`src/rtl/uram_row_arbiter.sv`:
```
// Round-robin arbiter and row barrier sharing one URAM write port among NUM_CORES cores.
// The owner's URAM strobes are forwarded through one register stage; all outputs are registered.
module uram_row_arbiter #(
    parameter int unsigned NUM_CORES     = 4,
    parameter int unsigned ADDR_W        = 12,
    parameter int unsigned DATA_W        = 32,
    parameter int unsigned GRANT_TIMEOUT = 256,
    parameter int unsigned BARRIER_EN    = 1
) (
    input  logic                          clk,
    input  logic                          reset,
    input  logic [NUM_CORES-1:0]          i_core_req,
    output logic [NUM_CORES-1:0]          o_core_grant,
    input  logic [NUM_CORES-1:0]          i_core_locked,
    output logic                          o_uram_emptied,
    input  logic [NUM_CORES-1:0]          i_URAM_en,
    input  logic [NUM_CORES-1:0]          i_URAM_wr_en,
    input  logic [NUM_CORES*ADDR_W-1:0]   i_URAM_addr,
    input  logic [NUM_CORES*DATA_W-1:0]   i_URAM_wr_data,
    output logic                          o_URAM_en,
    output logic                          o_URAM_wr_en,
    output logic [ADDR_W-1:0]             o_URAM_addr,
    output logic [DATA_W-1:0]             o_URAM_wr_data,
    output logic                          o_row_full,
    input  logic                          i_drain_done,
    output logic [$clog2(NUM_CORES)-1:0]  o_owner,
    output logic [15:0]                   o_wr_count,
    output logic                          o_timeout_err
);
    localparam int unsigned OW = $clog2(NUM_CORES);
    localparam int unsigned TW = $clog2(GRANT_TIMEOUT + 2);

    typedef enum logic [2:0] {IDLE, GRANT, OWNED, BARRIER, EMPTY} state_t;

    state_t                 state_q, state_d;
    logic [OW-1:0]          ptr_q, ptr_d;
    logic [NUM_CORES-1:0]   done_q, done_d;
    logic [TW-1:0]          timer_q, timer_d;

    logic [NUM_CORES-1:0]   grant_d;
    logic [OW-1:0]          owner_d;
    logic                   emptied_d;
    logic                   uram_en_d, uram_wr_en_d;
    logic [ADDR_W-1:0]      addr_d;
    logic [DATA_W-1:0]      data_d;
    logic                   row_full_d;
    logic [15:0]            wr_count_d;
    logic                   timeout_d;

    logic [NUM_CORES-1:0]   eligible;
    logic [NUM_CORES-1:0]   done_set;
    logic [OW-1:0]          pick, cand;
    logic                   found;

    logic [ADDR_W-1:0]      addr_arr [NUM_CORES];
    logic [DATA_W-1:0]      data_arr [NUM_CORES];

    // Unpack the per-core address/data buses so the owner can be selected by index.
    for (genvar k = 0; k < NUM_CORES; k++) begin : g_unpack
        assign addr_arr[k] = i_URAM_addr[k*ADDR_W +: ADDR_W];
        assign data_arr[k] = i_URAM_wr_data[k*DATA_W +: DATA_W];
    end

    assign done_set = done_q | (NUM_CORES'(1) << o_owner);

    always_comb begin
        state_d      = state_q;
        ptr_d        = ptr_q;
        done_d       = done_q;
        timer_d      = timer_q;
        grant_d      = o_core_grant;
        owner_d      = o_owner;
        emptied_d    = 1'b0;
        uram_en_d    = 1'b0;
        uram_wr_en_d = 1'b0;
        addr_d       = o_URAM_addr;
        data_d       = o_URAM_wr_data;
        row_full_d   = o_row_full;
        wr_count_d   = o_wr_count;
        timeout_d    = o_timeout_err;

        eligible = (BARRIER_EN != 0) ? (i_core_req & ~done_q) : i_core_req;

        // First eligible core searching upward from ptr+1 with wrap-around.
        pick  = ptr_q;
        cand  = ptr_q;
        found = 1'b0;
        for (int i = 1; i <= int'(NUM_CORES); i++) begin
            cand = OW'((int'(ptr_q) + i) % int'(NUM_CORES));
            if (!found && eligible[cand]) begin
                found = 1'b1;
                pick  = cand;
            end
        end

        case (state_q)
            IDLE: begin
                if (found) begin
                    grant_d = NUM_CORES'(1) << pick;
                    owner_d = pick;
                    timer_d = TW'(GRANT_TIMEOUT);
                    state_d = GRANT;
                end
            end
            GRANT: begin
                if (i_core_locked[o_owner]) begin
                    state_d = OWNED;
                end else if (timer_q == TW'(1)) begin
                    // Grant expired without a lock: release it and move the pointer past this core.
                    grant_d   = '0;
                    timeout_d = 1'b1;
                    ptr_d     = o_owner;
                    timer_d   = '0;
                    state_d   = IDLE;
                end else if (timer_q != '0) begin
                    timer_d = timer_q - TW'(1);
                end
            end
            OWNED: begin
                uram_en_d    = i_URAM_en[o_owner];
                uram_wr_en_d = i_URAM_wr_en[o_owner];
                if (i_URAM_en[o_owner]) begin
                    addr_d = addr_arr[o_owner];
                    data_d = data_arr[o_owner];
                end
                if (i_URAM_en[o_owner] && i_URAM_wr_en[o_owner] && (o_wr_count != 16'hFFFF)) begin
                    wr_count_d = o_wr_count + 16'd1;
                end
                // Locked only stays high while in OWNED, so a low level is the falling edge.
                if (!i_core_locked[o_owner]) begin
                    grant_d = '0;
                    done_d  = done_set;
                    ptr_d   = o_owner;
                    if ((BARRIER_EN != 0) && (&done_set)) begin
                        row_full_d = 1'b1;
                        state_d    = BARRIER;
                    end else begin
                        state_d = IDLE;
                    end
                end
            end
            BARRIER: begin
                if (i_drain_done) begin
                    emptied_d  = 1'b1;
                    done_d     = '0;
                    wr_count_d = '0;
                    row_full_d = 1'b0;
                    state_d    = EMPTY;
                end
            end
            EMPTY: begin
                state_d = IDLE;
            end
            default: begin
                state_d = IDLE;
            end
        endcase
    end

    always_ff @(posedge clk or negedge reset) begin
        if (!reset) begin
            state_q        <= IDLE;
            ptr_q          <= OW'(NUM_CORES - 1);
            done_q         <= '0;
            timer_q        <= '0;
            o_core_grant   <= '0;
            o_owner        <= '0;
            o_uram_emptied <= 1'b0;
            o_URAM_en      <= 1'b0;
            o_URAM_wr_en   <= 1'b0;
            o_URAM_addr    <= '0;
            o_URAM_wr_data <= '0;
            o_row_full     <= 1'b0;
            o_wr_count     <= '0;
            o_timeout_err  <= 1'b0;
        end else begin
            state_q        <= state_d;
            ptr_q          <= ptr_d;
            done_q         <= done_d;
            timer_q        <= timer_d;
            o_core_grant   <= grant_d;
            o_owner        <= owner_d;
            o_uram_emptied <= emptied_d;
            o_URAM_en      <= uram_en_d;
            o_URAM_wr_en   <= uram_wr_en_d;
            o_URAM_addr    <= addr_d;
            o_URAM_wr_data <= data_d;
            o_row_full     <= row_full_d;
            o_wr_count     <= wr_count_d;
            o_timeout_err  <= timeout_d;
        end
    end

endmodule

```
`config.mk`:
```
export PLATFORM = sky130hd
export DESIGN_NAME = uram_row_arbiter
export DESIGN_NICKNAME = d
export VERILOG_FILES = /design/src/rtl/uram_row_arbiter.sv
export SDC_FILE = /design/constraint.sdc
export NUM_CORES = 1
export LEC_CHECK = 0
export ABC_AREA = 1
export CORE_UTILIZATION = 42
export DETAILED_ROUTE_END_ITERATION = 6
export GPL_ROUTABILITY_DRIVEN = 1
export PLACE_DENSITY = 0.93
export SYNTH_ARGS = -nofsm -noshare
export SYNTH_HDL_FRONTEND = slang
export SYNTH_SLANG_ARGS = --single-unit
```
`constraint.sdc`:
```
create_clock -name clk -period 2.2 [get_ports clk]
set_input_delay 0.33 -clock clk [delete_from_list [all_inputs] [get_ports clk]]
set_output_delay 0.33 -clock clk [all_outputs]
set_load 0.05 [all_outputs]
```
== Yosys cells after proc, flatten, opt, wreduce, memory -nomap -nowiden ==
Cells that the tools add are included.
Word-level totals
  logic and storage cells: 135
  bits in registers: 89
  output and inout port bits: 71
Cells by class
  bitwise logic cells: 5
  add/sub/neg operators: 6
  equality and inequality tests: 14
  order comparisons: 6
  reduce and logical (&&, ||, !) cells: 25
  shift operators: 2
  mux-type cells: 63
Operators by type and width (number)
  binary-select mux 32 bit (select 2 bit): 1
  2-to-1 mux 32 bit: 2
  2-to-1 mux 9 bit: 4
  2-to-1 mux 16 bit: 2
  one-hot mux 16 bit (2 select lines): 1
  binary-select mux 12 bit (select 2 bit): 1
  2-to-1 mux 12 bit: 2
  2-to-1 mux 4 bit: 6
  AND reduction 4 bit: 5
  2-to-1 mux 1 bit: 18
  one-hot mux 9 bit (2 select lines): 1
  adder 16 x 1 -> 16 bit (second input constant): 1
  2-to-1 mux 2 bit: 8
  inequality test 16 bit (second input constant): 1
  < comparator 2 x 3 -> 1 bit (second input constant): 5
  2-to-1 mux 3 bit: 5
  binary-select mux 1 bit (select 2 bit): 7
  inequality test 2 bit (second input constant): 7
  one-hot mux 3 bit (4 select lines): 1
  one-hot mux 4 bit (3 select lines): 1
  equality test 9 x 1 -> 1 bit (second input constant): 1
  AND reduction 3 bit: 3
  nonzero test 9 bit: 1
  subtractor 9 x 1 -> 9 bit (second input constant): 1
  other kinds (22): 36

== Longest topological paths before layout ==
Gate-level depths: netlist of the first run.
  depth in word-level cells: 17
  mapped depth: 13
  mapped depth without buffers: 12

== Worst setup path before layout of the first run ==
Ideal clock, no wire load.
  path kind: register -> register
  start: register o_wr_count[0]
  end: register o_wr_count[9]
  setup slack: 0.142 ns
  setup time: 0.119 ns
  cell stages (with the launch flop): 12
  data required time: 2.081 ns
  data arrival time: 1.939 ns
  clock period less this slack: 2.058 ns
  cell sequence: dfrtp_1 > ha_1 > nand3_1 > nor2_1 > nand2_1 > nor2_1 > nand3_1 > nand2_4 > nand2_4 > buf_6 > nand2_1 > nand2_1
Between the ends
  word-level cells in the longest chain between the ends: 4
  elaborated cells on any way between the ends: 7
  classes of those cells: add/sub: 1; eq/ne: 2; mux: 2; reduce/logical: 2
Ends and longest elaborated chain
  start, declared: RTL line 27  | output logic [15:0] o_wr_count,
  start signal, assigned: RTL line 189  | o_wr_count <= wr_count_d;
  branches (longest 4 deep; another with adder 16 x 1 -> 16 bit)
Several ways; the timed one is not identified. The select of a mux whose other input is x is not followed.
A chain may end at the register's enable or synchronous reset.

== Final worst setup path of the first run ==
  start: register o_owner[1]
  end: output o_owner[1]
RTL lines
  start, declared: RTL line 26  | output logic [$clog2(NUM_CORES)-1:0] o_owner,
  start signal, assigned: RTL line 182  | o_owner <= owner_d;
No word-level cell between the ends.

==> flow_summary.toml, run 1 <==
[logic_synthesis]
synthesis.nets = 930
synth_area_per_cell_um2 = 7.53
syn_area_um2 = 5500
synth_top_flop_cell = "dfrtp_1"
syn_inst = 731
synth_seq_cells = 89
yosysWarnings = 0
async_flop_share_pct = 100
synth_edf_count = 0
seq_area_frac_synth_pct = 40.5
ys_types = 34

[power]
power_frac_comb_pct = 63.0
powerDensity_nw_per_um2 = 1390
p_int_mw = 5.93
power_frac_seq_pct = 22.8
power.leakage_nw = 3.77
power_mw = 12.1
power_frac_clock_pct = 14.3
switching_share_pct = 51.0
vdd_ir_drop_max_mv = 0.812
power_switching_mw = 6.18

[timing]
post-route-period-util_pct = 95.5
finalHoldViolations = 0
max_freq_mhz = 476
fin_tns_setup_ps = 0
finClkSkew_ps = 6.38
period_minus_slack_ps = 2100
setup_viol = 0
final_max_slew_viol_count = 0
worst_pin_slew_ps = 585
grt_setup_unrepaired = "no"
relSlewSlack_pct = 60.9

[setup_path]
slowest_delay_ps = 880
path_cells = "clkdlybuf4s50_1"
cpLargestDelayFamily = "buffers and inverters"
endpoint_kind = "output port"
critPathMaxFanout = 7
arrival_ps = 1770
crit_buf_inv = 1
worstSetupPathType = "register to output port"
critPathSlowestCell = "clkdlybuf4s50_1"
required_ps = 1870
worstSetupStartpointType = "register"

[layout]
nets = 1189
seq_area_um2 = 2230
synthToLayoutAreaGrowth_pct = 58.1
drive_gt1_share_pct = 7.04
design_area_um2 = 8700
multiInputGateArea_um2 = 2920
fill_cells = 1050
fin_cells = 1167
n_antenna_cell = 0

[global_route]
grt_pass1_vias = 6060
track_usage_pct = 29.9
grtUsageMet3_pct = 5.92
antenna_found_initial = 0
grt_pass1_wl_mm = 30.7
grt_busiest_layer = "met2"
grt_overflow = 0
use_met1_pct = 35.9
grt_max_degree = 54
use_met2_pct = 51.5

[place]
dp.cells = 1150
gp_congestion = 0.921
port_buffers = 265
place_hpwl_mm = 15.2
dpl_cell_area_um2 = 8360

[cts]
cts_made_buffers = 9
clockRootBuffer = "clkbuf_16"
cts.sinks = 89
clkTransAtPathRegs_ps = 70
postCtsResizedCells = 0
insertion_delay_ps = 350
htreeDepth = 3
cts_tree = "built"
clockBufferDepth = 2

[detailed_routing]
drt_iter0_drc = 528
dr_total_vias = 6319
ant_nets = 0
drt-total-wl_mm = 19.9
first_pass_iters = 5
drc = 0
via_per_inst = 5.41
post_drt_wl_per_cell_um = 17.1

[die]
rows = 41
coreArea_um2 = 12700
initial_utilization_pct = 43.3
dieArea_um2 = 13600
die_w_um = 116
die_height_um = 116
ioPinCount = 266

[run]
drv_cap = 0

[min_path]
holdCritPathClass = "input port to async pin"

[run_status]
status = "completed"
-- path summary, 6_finish.rpt --
path | start | endpoint | slack [ps] | cells after the start
worst max-delay path | o_owner[1] | o_owner[1] | 100 | 1
worst min-delay path | reset | done_q[1] | 480 | 2
worst max register to register | o_wr_count[0] | o_wr_count[10] | 230 | 10
worst min register to register | o_core_grant[3] | o_core_grant[3] | 490 | 2
max in group asynchronous | reset | o_URAM_wr_data[13] | 1060 | 3
min in group clk | o_core_grant[3] | o_core_grant[3] | 490 | 2
-- area by class of cell --
type	count	share of cell area (%)
repair buffers	283	32.5
well taps	172	2.47
flip-flops and latches	89	25.6
clock buffers	11	2.90
clock inverters	5	0.892
multi-input cells	559	33.5
inverters	48	2.10
-- layer usage --
| layer | wire [µm] | vias up |
|---|---|---|
| li1 | - | 2996 |
| met1 | 7500 | 2935 |
| met2 | 10200 | 333 |
| met3 | 1540 | 55 |
| met4 | 690 | 0 |
| met5 | 0 | - |
-- timing repair --
action	in CTS	in global routing
endpoints found under the hold margin	34	0
setup buffers	0	0
hold buffers	1	0
-- cell usage after synthesis, types with 6 or more instances --
| cell type | number | area, µm² |
|---|---|---|
| inv_2 | 6 | 22.5 |
| xor2_1 | 11 | 96.3 |
| nand4_1 | 14 | 87.6 |
| nand3_1 | 57 | 285 |
| nand2_1 | 232 | 871 |
| nor2_4 | 6 | 67.6 |
| buf_4 | 9 | 67.6 |
| o21ai_0 | 12 | 60.1 |
| a22oi_1 | 44 | 330 |
| inv_1 | 41 | 154 |
| a41oi_1 | 44 | 385 |
| nor2_1 | 97 | 364 |
| clkbuf_1 | 18 | 67.6 |
| dfrtp_1 | 87 | 2180 |
-- through the flow --
stage,setup WS (ps),utilization [%],hold slack [ps]
finish,98.6,68.4,483
CTS,95.1,68.4,493
floorplan,142,-,34.4
detailed placement,284,65.7,330
global placement,341,65.7,329
global route,36.9,68.4,515
-- cells by family (layout without fill, tap and decap cells) --
family | Yosys count | after routing | synth area share (%)
adder cells (fa/ha/maj) | 4 | 4 | 0.909
flip-flops | 89 | 89 | 40.5
AO/OA/AOI/OAI | 110 | 110 | 15.4
AND/OR/NAND/NOR | 429 | 429 | 33.8
buffers and inverters | 83 | 347 | 6.84
XOR/XNOR | 16 | 16 | 2.55
-- state kept, by name, summed over array words and instances, names as in the netlist --
signal          flops
done_q              4
o_URAM_addr        12
o_URAM_en           1
o_URAM_wr_data     32
o_URAM_wr_en        1
o_core_grant        4
o_owner             2
o_row_full          1
o_timeout_err       1
o_uram_emptied      1
o_wr_count         16
ptr_q               2
state_q             3
timer_q             9
-- power by group through the flow --
stage | registers (mW) | logic, mW | clock network (mW)
after floorplan | 4.43 | 3.29 | 0
after global routing | 2.83 | 8.16 | 1.83
final | 2.75 | 7.62 | 1.73
after global placement | 2.75 | 7.36 | 0
after CTS | 2.75 | 7.58 | 1.74
after detailed placement | 2.77 | 7.52 | 0
-- layout by cell type (no fill, tap or decap), types with 2 or more instances in the layout --
master / n
a21oi_1: 4
a22oi_1: 44
a41oi_1: 44
xnor2_1: 5
nand3_2: 4
clkbuf_8: 2
nand2_2: 5
dfstp_2: 2
o21ai_0: 12
nor3_1: 5
nand2_4: 4
buf_12: 3
clkdlybuf4s50_1: 264
xor2_1: 11
nand2_1: 232
inv_1: 41
bufinv_16: 2
ha_1: 4
nand3_1: 57
buf_4: 15
nand4_1: 14
clkinv_2: 2
clkbuf_16: 9
nor2_1: 95
inv_2: 6
nor2_4: 9
nor3b_1: 2
dfrtp_1: 87
Note: power is estimated with default switching activity, not from simulation.
==> inputs of run 2 (changes only) <==
--- a/config.mk
+++ b/config.mk
@@ -7,9 +7,11 @@
 export LEC_CHECK = 0
 export ABC_AREA = 1
 export CORE_UTILIZATION = 42
+export CTS_CLUSTER_DIAMETER = 120
 export DETAILED_ROUTE_END_ITERATION = 6
 export GPL_ROUTABILITY_DRIVEN = 1
 export PLACE_DENSITY = 0.93
+export REMOVE_ABC_BUFFERS = 1
 export SYNTH_ARGS = -nofsm -noshare
 export SYNTH_HDL_FRONTEND = slang
 export SYNTH_SLANG_ARGS = --single-unit
==> flow_summary.toml, run 2 (synthesized netlist as in run 1, its figures left out) <==
[place]
place_hpwl_mm = 15.6
gp_congestion = 0.964
port_buffers = 265
dpl_cell_area_um2 = 8330

[timing]
final_max_slew_viol_count = 0
finalHoldViolations = 0
period_minus_slack_ps = 2100
finClkSkew_ps = 8.40
fin_tns_setup_ps = 0
max_freq_mhz = 477
relSlewSlack_pct = 54.6
post-route-period-util_pct = 95.3
hold_ws_ps = 477
worst_pin_slew_ps = 680
grt_setup_unrepaired = "no"
setup_viol = 0

[cts]
cts_setup_buffers = 0
clkTransAtPathRegs_ps = 60
clockRootBuffer = "clkbuf_16"
cts_tree = "built"
insertion_delay_ps = 340
clockBufferDepth = 2
cts_made_buffers = 9
cts.sinks = 89
htreeDepth = 3

[layout]
top_regs = "o_URAM_wr_data (32), o_wr_count (16), o_URAM_addr (12)"
fill_cells = 1066
seq_area_um2 = 2230
largest_reg_flops = 32
nets = 1187
design_area_um2 = 8620
top_register = "o_URAM_wr_data"
synthToLayoutAreaGrowth_pct = 56.6
final_cell_mix = "264 x clkdlybuf4s50_1, 232 x nand2_1, 95 x nor2_1, 87 x dfrtp_1, 57 x nand3_1"
multiInputGateArea_um2 = 2920
drive_gt1_share_pct = 6.65
layout_commonest_cell = "clkdlybuf4s50_1"

[global_route]
antenna_found_initial = 1
grt_pass1_wl_mm = 31.2
track_usage_pct = 30.8
grt_max_degree = 90
grt_pass1_vias = 6032
grt_overflow = 0

[die]
rows = 41
die_height_um = 116
dieArea_um2 = 13600
die_w_um = 116
coreArea_um2 = 12700
initial_utilization_pct = 43.3
ioPinCount = 266

[power]
power.leakage_nw = 3.73
power_mw = 11.7
powerDensity_nw_per_um2 = 1360
vdd_ir_drop_max_mv = 0.592

[min_path]
hold_depth = 1
min_to = "o_timeout_err"
holdCritPathClass = "register to register"
worstHoldStart = "o_timeout_err"

[detailed_routing]
first_pass_iters = 5
via_per_inst = 5.38
dr_total_vias = 6270
drc = 0
drt_iter0_drc = 569
drt-total-wl_mm = 20.0
ant_nets = 0
post_drt_wl_per_cell_um = 17.2

[setup_path]
path_cells = "clkdlybuf4s50_1"
rr_endpoint = "o_core_grant[2]"
reg2reg_slack_ps = 200
required_ps = 1870
cpLargestDelayFamily = "buffers and inverters"
worstSetupPathType = "register to output port"
timing.rr.start = "o_owner[0]"
startpoint = "o_owner[0]"
endpoint_kind = "output port"
crit_buf_inv = 1
critPathMaxFanout = 7
critPathSlowestCell = "clkdlybuf4s50_1"
worstSetupStartpointType = "register"
slowest_delay_ps = 890
arrival_ps = 1770
reg2reg_depth = 11

[run]
drv_cap = 0

[run_status]
status = "completed"
-- run 2: worst register-to-register path, cell delays in order, from the launching register on --
cell and delay [ps]:
dfrtp_1 490, nand2_1 210, inv_2 70, buf_4 210, nand2_1 100, nand2_2 80
o21ai_1 210, o21ai_0 130, nor2_1 180, nand2_2 100, nand2_1 70, nand2_1 60
-- run 2: where the power goes --
| group | switching [mW] | internal (mW) | leakage, nW |
|---|---|---|---|
| sequential | 0.495 | 2.30 | 1.09 |
| combinational | 4.89 | 2.55 | 2.50 |
| clock | 0.634 | 0.823 | 0.139 |
-- run 2: metal layers --
layer / vias to the layer above / track usage [%] / routed length [µm]
li1: 3007 / - / -
met3: 50 / 8.46 / 1720
met5: - / 0 / 0
met1: 2905 / 37.2 / 7750
met2: 308 / 51.3 / 9870
met4: 0 / 13.4 / 669
-- run 2: final cells by class --
cell class / instances / share of cell area, %
clock buffers: 13 / 3.02
well taps: 172 / 2.50
clock inverters: 3 / 0.174
multi-input cells: 559 / 33.8
repair buffers: 281 / 32.5
flip-flops and latches: 89 / 25.9
inverters: 48 / 2.12
diodes: 1 / 0.0290
-- run 2: repair_timing --
| action | CTS | global route |
|---|---|---|
| gates resized for setup | 0 | 0 |
| hold buffers | 1 | 0 |
| hold endpoints to repair | 33 | 0 |
-- run 2: through the flow --
step                      setup slack (ps)  utilization, %  cells
after floorplan                      -1500               -    696
after global placement                 221            65.5   1148
after detailed placement               213            65.5   1148
after CTS                             88.8            67.7   1165
after global routing                  46.0            67.7   1165
final                                  103            67.8   1166
-- run 2: how the worst max path moves through the flow --
stage	to	slack (ps)	cells past startpoint
6_report	o_owner[0]	100	1
4_1_cts	o_owner[0]	90	1
3_5_place_dp	o_core_grant[2]	210	11
5_1_grt	o_owner[0]	50	1
3_3_place_gp	o_core_grant[1]	220	11
2_1_floorplan	o_URAM_addr[0]	-1500	7
